===== config.mk =====
export PLATFORM = sky130hd
export DESIGN_NAME = aer_event_fifo
export DESIGN_NICKNAME = d
export VERILOG_FILES = /design/src/rtl/aer_pkg.sv /design/src/rtl/aer_sync.sv /design/src/rtl/aer_event_fifo.sv
export SDC_FILE = /design/constraint.sdc
export NUM_CORES = 1
export LEC_CHECK = 0
export CAP_MARGIN = 20
export CORE_UTILIZATION = 40
export CTS_BUF_LIST = sky130_fd_sc_hd__clkbuf_16
export DETAILED_ROUTE_END_ITERATION = 7
export SLEW_MARGIN = 20
export SYNTH_ARGS = -nofsm -noshare
export SYNTH_HDL_FRONTEND = slang
export SYNTH_SLANG_ARGS = --single-unit

===== constraint.sdc =====
create_clock -name clk -period 4.4 [get_ports clk]
set_input_delay 0.66 -clock clk [delete_from_list [all_inputs] [get_ports clk]]
set_output_delay 0.66 -clock clk [all_outputs]
set_load 0.05 [all_outputs]

===== src/rtl/aer_pkg.sv =====
// Shared types and helpers for the AER event FIFO: FSM state encodings,
// default address width and a constant-foldable ceil(log2) helper.
package aer_pkg;

  localparam int unsigned AER_ADDR_W = 8;

  typedef enum logic {
    RX_IDLE,
    RX_WAITLOW
  } rx_state_t;

  typedef enum logic [1:0] {
    TX_IDLE,
    TX_REQ,
    TX_REL
  } tx_state_t;

  // ceil(log2(v)); returns 0 for v <= 1
  function automatic int unsigned aer_clog2(input int unsigned v);
    int unsigned r;
    r = 0;
    for (int i = 0; i < 32; i++) begin
      if ((64'(1) << i) < 64'(v)) r = 32'(i + 1);
    end
    return r;
  endfunction

endpackage


===== src/rtl/aer_sync.sv =====
// Multi-flop synchroniser for an asynchronous single-bit level; resets to 0.
module aer_sync #(
  parameter int unsigned STAGES = 2
) (
  input  logic clk,
  input  logic rst_n,
  input  logic d,
  output logic q
);

  logic [STAGES-1:0] ff;

  always_ff @(posedge clk or negedge rst_n) begin
    if (!rst_n) ff <= '0;
    else        ff <= {ff[STAGES-2:0], d};
  end

  assign q = ff[STAGES-1];

endmodule


===== src/rtl/aer_event_fifo.sv =====
// Clocked AER event queue: 4-phase req/ack in, DEPTH-entry FIFO, 4-phase req/ack out,
// with optional discard-when-full mode and a saturating drop counter.
module aer_event_fifo
  import aer_pkg::*;
#(
  parameter int unsigned ADDR_W         = AER_ADDR_W,
  parameter int unsigned DEPTH          = 16,
  parameter int unsigned SYNC_STAGES    = 2,
  parameter int unsigned DROP_WHEN_FULL = 0
) (
  input  logic                       clk,
  input  logic                       rst_n,
  input  logic                       in_req,
  input  logic [ADDR_W-1:0]          in_addr,
  output logic                       in_ack,
  output logic                       out_req,
  output logic [ADDR_W-1:0]          out_addr,
  input  logic                       out_ack,
  output logic [aer_clog2(DEPTH):0]  count,
  output logic                       full,
  output logic                       empty,
  output logic [15:0]                dropped
);

  localparam int unsigned PTR_W = aer_clog2(DEPTH) + 1;
  localparam int unsigned IDX_W = PTR_W - 1;
  localparam int unsigned SET_W = aer_clog2(SYNC_STAGES) + 1;

  logic              req_s;
  logic              ack_s;
  rx_state_t         rx_state, rx_next;
  tx_state_t         tx_state, tx_next;
  logic [PTR_W-1:0]  wptr, rptr, wptr_next, rptr_next;
  logic              in_ack_next, out_req_next;
  logic [ADDR_W-1:0] out_addr_next;
  logic [15:0]       dropped_next;
  logic              wr_en;
  logic [SET_W-1:0]  settle;
  logic              settled;
  logic [ADDR_W-1:0] mem [DEPTH];

  aer_sync #(.STAGES(SYNC_STAGES)) u_req_sync (
    .clk   (clk),
    .rst_n (rst_n),
    .d     (in_req),
    .q     (req_s)
  );

  aer_sync #(.STAGES(SYNC_STAGES)) u_ack_sync (
    .clk   (clk),
    .rst_n (rst_n),
    .d     (out_ack),
    .q     (ack_s)
  );

  assign count   = wptr - rptr;
  assign full    = (count == PTR_W'(DEPTH));
  assign empty   = (count == '0);
  // Synchroniser outputs read 0 straight after reset regardless of the pins; wait
  // until they have been refilled before trusting a low level.
  assign settled = (settle == SET_W'(SYNC_STAGES));

  // Receive side next-state and acknowledge
  always_comb begin
    rx_next      = rx_state;
    in_ack_next  = in_ack;
    wptr_next    = wptr;
    dropped_next = dropped;
    wr_en        = 1'b0;
    case (rx_state)
      RX_IDLE: begin
        if (req_s) begin
          if (!full) begin
            wr_en       = 1'b1;
            wptr_next   = wptr + PTR_W'(1);
            in_ack_next = 1'b1;
            rx_next     = RX_WAITLOW;
          end else if (DROP_WHEN_FULL != 0) begin
            if (dropped != 16'hFFFF) dropped_next = dropped + 16'd1;
            in_ack_next = 1'b1;
            rx_next     = RX_WAITLOW;
          end
        end
      end
      RX_WAITLOW: begin
        if (settled && !req_s) begin
          in_ack_next = 1'b0;
          rx_next     = RX_IDLE;
        end
      end
    endcase
  end

  // Transmit side next-state, request and address load
  always_comb begin
    tx_next       = tx_state;
    out_req_next  = out_req;
    out_addr_next = out_addr;
    rptr_next     = rptr;
    case (tx_state)
      TX_IDLE: begin
        if (settled && !empty && !ack_s) begin
          out_addr_next = mem[rptr[IDX_W-1:0]];
          out_req_next  = 1'b1;
          tx_next       = TX_REQ;
        end
      end
      TX_REQ: begin
        if (ack_s) begin
          rptr_next    = rptr + PTR_W'(1);
          out_req_next = 1'b0;
          tx_next      = TX_REL;
        end
      end
      TX_REL: begin
        if (!ack_s) tx_next = TX_IDLE;
      end
      default: tx_next = TX_IDLE;
    endcase
  end

  always_ff @(posedge clk or negedge rst_n) begin
    if (!rst_n) begin
      rx_state <= RX_WAITLOW;
      tx_state <= TX_IDLE;
      wptr     <= '0;
      rptr     <= '0;
      in_ack   <= 1'b0;
      out_req  <= 1'b0;
      out_addr <= '0;
      dropped  <= '0;
      settle   <= '0;
    end else begin
      rx_state <= rx_next;
      tx_state <= tx_next;
      wptr     <= wptr_next;
      rptr     <= rptr_next;
      in_ack   <= in_ack_next;
      out_req  <= out_req_next;
      out_addr <= out_addr_next;
      dropped  <= dropped_next;
      if (!settled) settle <= settle + SET_W'(1);
    end
  end

  // Storage has no reset; contents are only visible once written
  always_ff @(posedge clk) begin
    if (wr_en) mem[wptr[IDX_W-1:0]] <= in_addr;
  end

endmodule


Word level (Yosys, flattened, before mapping)
Memory sizes are Yosys's and may differ from the RTL's. A register that Yosys moved wholly into a read port is not among the register bits.
Index checks and enable logic that the tools add are counted.
{ "word_totals": {"reg_bits": 21, "mem_bits_rw": 128, "output_inout_bits": 33, "wordCells": 60, "memories": 1} }
{ "memory_table": {"columns": ["memory", "depth", "word_bits", "read_ports", "rd_ports_with_merged_regs", "write_ports", "line_no", "text"], "rows": [
  ["mem", 16, 8, 1, 1, 1, "aer_event_fifo.sv:40", "logic [ADDR_W-1:0] mem [DEPTH];"]
]} }
{ "classes": {"add_sub_neg": 4, "eq_ne": 10, "n_mux": 18, "bitwise_logic": 2, "reduce_logical": 16} }
{ "op_table": {"columns": ["cell", "n"], "rows": [
  ["AND reduction 3 bit", 4],
  ["2-to-1 mux 1 bit", 11],
  ["adder 5 x 1 -> 5 bit (second input constant)", 2],
  ["2-to-1 mux 2 bit", 3],
  ["inequality test 2 x 1 -> 1 bit (second input constant)", 3],
  ["inequality test 2 bit (second input constant)", 3],
  ["case mux 1 bit (2 select lines)", 3],
  ["case mux 2 bit (3 select lines)", 1],
  ["equality test 5 bit (second input constant)", 1],
  ["zero test 5 bit", 1],
  ["subtractor 5 bit", 1],
  ["equality test 2 bit (second input constant)", 2],
  ["zero test 1 bit", 4],
  ["AND reduction 2 bit", 2],
  ["logical AND 1 bit", 3],
  ["adder 2 x 1 -> 2 bit (second input constant)", 1],
  ["equality test 2 x 1 -> 1 bit (second input constant)", 1],
  ["zero test 2 bit", 1],
  ["NOT 1 bit", 2],
  ["nonzero test 2 bit", 1]
]} }

Depth between registers and ports, before layout
{ "logic_depth": {"depth_word": 7, "depth_mapped": 10, "mapped_depth_nobuf": 9} }

Hierarchy
From an unflattened synthesis, not the netlist that was laid out.
{ "unflattened": {"cells_unflattened": 351, "area_unflattened_um2": 6423.7} }
{ "modules_own_cells": {"columns": ["module", "n_inst", "cells_per_inst", "area_each_um2"], "rows": [
  ["aer_event_fifo", 1, 347, 6323.6],
  ["aer_sync", 2, 2, 50.0]
]} }

Least setup slack after synthesis
No wires, ideal clock.
{ "synth_timing": {"path_kind": "flip-flop to flip-flop", "startpoint": "register rptr[1]", "endpoint": "memory mem[4][0] (netlist name) (enable)", "t_arrival_ns": 3.972, "t_required_ns": 4.122, "setup_slack_ns": 0.150, "path_stages_with_launch": 11, "n_path_buf": 3, "path_cell_list": "dfrtp_1 clkbuf_1 clkbuf_1 inv_1 fa_1 nand2b_1 a2111o_1 a211oi_2 nor2_2 buf_2 and3_1"} }
{ "synth_between": {"elab_chain_cells": 7} }
{ "synth_rtl": {"columns": ["element", "line_no", "text"], "rows": [
  ["from (decl)", "aer_event_fifo.sv:33", "logic [PTR_W-1:0] wptr, rptr, wptr_next, rptr_next;"],
  ["from (signal assigned)", "aer_event_fifo.sv:137", "rptr <= rptr_next;"],
  ["subtractor 5 bit", "aer_event_fifo.sv:56", "assign count = wptr - rptr;"],
  ["via count[1]", "aer_event_fifo.sv:19", "output logic [aer_clog2(DEPTH):0] count,"],
  ["equality test 5 bit", "aer_event_fifo.sv:57", "assign full = (count == PTR_W'(DEPTH));"],
  ["via full", "aer_event_fifo.sv:20", "output logic full,"],
  ["2-to-1 mux 1 bit", "aer_event_fifo.sv:73", "if (!full) begin"],
  ["2-to-1 mux 1 bit", "aer_event_fifo.sv:72", "if (req_s) begin"],
  ["2-to-1 mux 1 bit", "aer_event_fifo.sv:70", "case (rx_state)"],
  ["2-to-1 mux 1 bit", "aer_event_fifo.sv:148", "if (wr_en) mem[wptr[IDX_W-1:0]] <= in_addr;"],
  ["2-to-1 mux 1 bit (not written as such)", "aer_event_fifo.sv:148", null],
  ["to (decl)", "aer_event_fifo.sv:40", null]
]} }
The timed path passes the listed nets, and every way through them passes these cells.

Final worst setup path
{ "layout_timing": {"startpoint": "register wptr[0]", "endpoint": "output full"} }
{ "layout_between": {"elab_chain_cells": 2} }
{ "layout_rtl": {"columns": ["element", "line_no", "text"], "rows": [
  ["from (decl)", "aer_event_fifo.sv:33", null],
  ["from (signal assigned)", "aer_event_fifo.sv:136", "wptr <= wptr_next;"],
  ["subtractor 5 bit", "aer_event_fifo.sv:56", null],
  ["equality test 5 bit", "aer_event_fifo.sv:57", null],
  ["to (decl)", "aer_event_fifo.sv:20", null]
]} }
No other way between the ends.

==> flow_summary.toml <==
[run_status]
status = "complete, no violations"

[timing]
relSlewSlack = 0.390
finalHoldViolCount = 0
setup_tns_ns = 0
clock.fmax_ghz = 0.271
setup_slack_ns = 0.715
setup_violations = 0
period_share = 0.837
rsz0062_at_grt = "no"
slew_viol_final = 0
period_needed_ns = 3.68
clock_skew_ns = 0.00931
fin_hold_ws_ns = 0.355
worstMarginPinSlew_ns = 0.912

[min_path]
hold_end = "u_req_sync.ff[1]$_DFF_PN0_"
hp-start = "u_req_sync.ff[0]$_DFF_PN0_"
holdPathStages = 0
hold_path_class = "flop to flop"

[power_and_ir_drop]
max-vdd-ir-drop_uv = 496
power_density_nw_per_um2 = 722
power_leakage_nw = 2.66
power_mw = 5.41

[clock_network]
cts.sinks = 157
post_cts_resized = 0
numCtsBuffers = 17
htreeDepth = 4
cts_setup_buffers = 0
clk_latency_ns = 0.42
cts_tree = "built"
cts_root_buf = "clkbuf_16"
cts.clk_slew.worst_paths_ns = 0.06
hold_buffers = 0
clk_path_buf_depth = 2

[worst_setup_path]
crit_chain = "inv_1, ha_1, inv_1, fa_1, nand2b_1, a2111o_1, a211oi_2, buf_12"
critPathArrivalTime_ns = 3.02
critical_path.max_fanout = 6
r2r-end = "mem[8][2]$_DFFE_PP_"
crit_top_cell = "inv_1"
critPathKind = "flop to output port"
worst_path_max_delay_cell = "fa_1"
cpPeakStageDelay_ns = 0.48
endpoint_kind = "output port"
cp-start-kind = "flop"
r2r_setup_slack_ns = 1.02
required_ns = 3.74
worstSetupStartpoint = "wptr[0]$_DFFE_PN0P_"
reg2reg_from = "wptr[0]$_DFFE_PN0P_"
r2r_cells = 9

[floorplanning]
core_um2 = 15400
die_w_um = 129
die_height_um = 129
rows = 45
top_level_ports = 45
start_util = 0.416
fp.dieArea_um2 = 16600

[logic_synthesis]
yosysUniqueCellTypes = 39
ys_seq_area_frac = 0.712
synth_top_area_share = 0.598
synth_cells = 348
synthFlopType = "edfxtp_1"
yosysWarnings = 0
syn_avg_cell_area_um2 = 18.5
synth.most_common_cell = "edfxtp_1"
ys_top_cells_by_count = "edfxtp_1 (128), mux4_2 (32), dfrtp_1 (28)"
synth_edf_count = 128
synth.top_cells.by_area = "edfxtp_1 (60%), mux4_2 (11%), dfrtp_1 (11%)"
yosysTopAreaCell = "edfxtp_1"
ys_ff_latch = 157
ys_async_sr_fraction = 0.185
synth_area_um2 = 6420

[detailed_routing]
dr_total_vias = 3192
drt-total-wl_um = 13100
via_per_inst = 5.22
post_drt_wl_per_cell_um = 21.4
drtIter0Drc = 346
ant_nets = 0
drc_errors = 0
drt_first_pass_iters = 4

[final_layout]
finalNonFillerCells = 612
nFillCells = 1279
n_antenna_cell = 0
syn2layout_area_growth_pct = 16.6
final_util = 0.486
final_area_um2 = 7490
layout-drive-gt1-share = 0.204
multi_input_area_um2 = 1700
layout.nets = 411
regArea_um2 = 4570

[placement]
dp_hpwl_um = 8660
place_ws_ns = 1.02
portBuffers = 28
place.gp.congestion = 0.774
placed_cells = 580
place_area_um2 = 6900

[flow_run]
drv_cap = 0

[global_routing]
track_usage = 0.179
grt_pass1_wl_um = 20900
grt_max_degree = 36
antenna_found_initial = 0
grt_pass1_vias = 3301
overflow = 0
==> power by group <==
part | switching [mW] | internal (mW) | total [mW]
registers | 0.128 | 1.77 | 1.90
logic | 1.28 | 0.785 | 2.06
clock network | 0.604 | 0.847 | 1.45
==> how the worst max path moves through the flow <==
stage,cells past startpoint,end
final,8,full
after global routing,8,full
after CTS,8,full
after detailed placement,9,mem[8][1]$_DFFE_PP_
after global placement,9,mem[8][5]$_DFFE_PP_
after floorplan,10,mem[4][0]$_DFFE_PP_
==> sequential cells by signal, summed over array words and instances (netlist names), 2 cells and up <==
| register | cells |
|---|---|
| settle | 2 |
| u_ack_sync.ff | 2 |
| mem | 128 |
| u_req_sync.ff | 2 |
| wptr | 5 |
| rptr | 5 |
| tx_state | 2 |
| out_addr | 8 |
==> area by class of cell <==
class | count | share of cell area
sequential | 157 | 0.610
multi-input combinational | 168 | 0.227
clock buffer | 17 | 0.0568
timing repair buffer | 33 | 0.0434
tap | 211 | 0.0352
clock inverter | 15 | 0.0217
inverter | 11 | 0.00551
==> logic make-up after synthesis <==
group                      after synthesis  share of synthesized area
DFF                                    157                      0.712
and+or+nand+nor                         59                     0.0530
buffers and inverters                   38                     0.0323
muxes                                   41                      0.128
xor gates and xnor gates                13                     0.0177
AOI/OAI and AO/OA                       28                     0.0341
other                                    1                   0.000584
adders and majority gates               11                     0.0226
==> worst max-delay path: cells and delay by family (launching register included) <==
family	cells	cell delay, ns
flops	1	0.42
fa+ha+maj	2	0.65
buf+inv	3	0.41
simple gates	1	0.22
compound gates	2	0.92
==> layout by cell type (no fill, tap or decap), types with 8 or more instances in the layout <==
| master | instances |
|---|---|
| inv_1 | 12 |
| mux2_2 | 8 |
| conb_1 | 16 |
| ha_1 | 10 |
| edfxtp_1 | 128 |
| mux4_2 | 32 |
| nand2_1 | 16 |
| and3_1 | 9 |
| clkdlybuf4s50_1 | 26 |
| dfrtp_1 | 27 |
| a22oi_1 | 16 |
| clkbuf_16 | 17 |
==> routing by layer <==
layer	global-route usage	wire, µm	vias to the layer above
li1	-	-	1430
met1	0.266	6300	1660
met2	0.256	5970	91
met3	0.0532	723	11
met4	0.0484	118	0
met5	0	0	-
No activity file was read; power rests on OpenSTA's default activity.
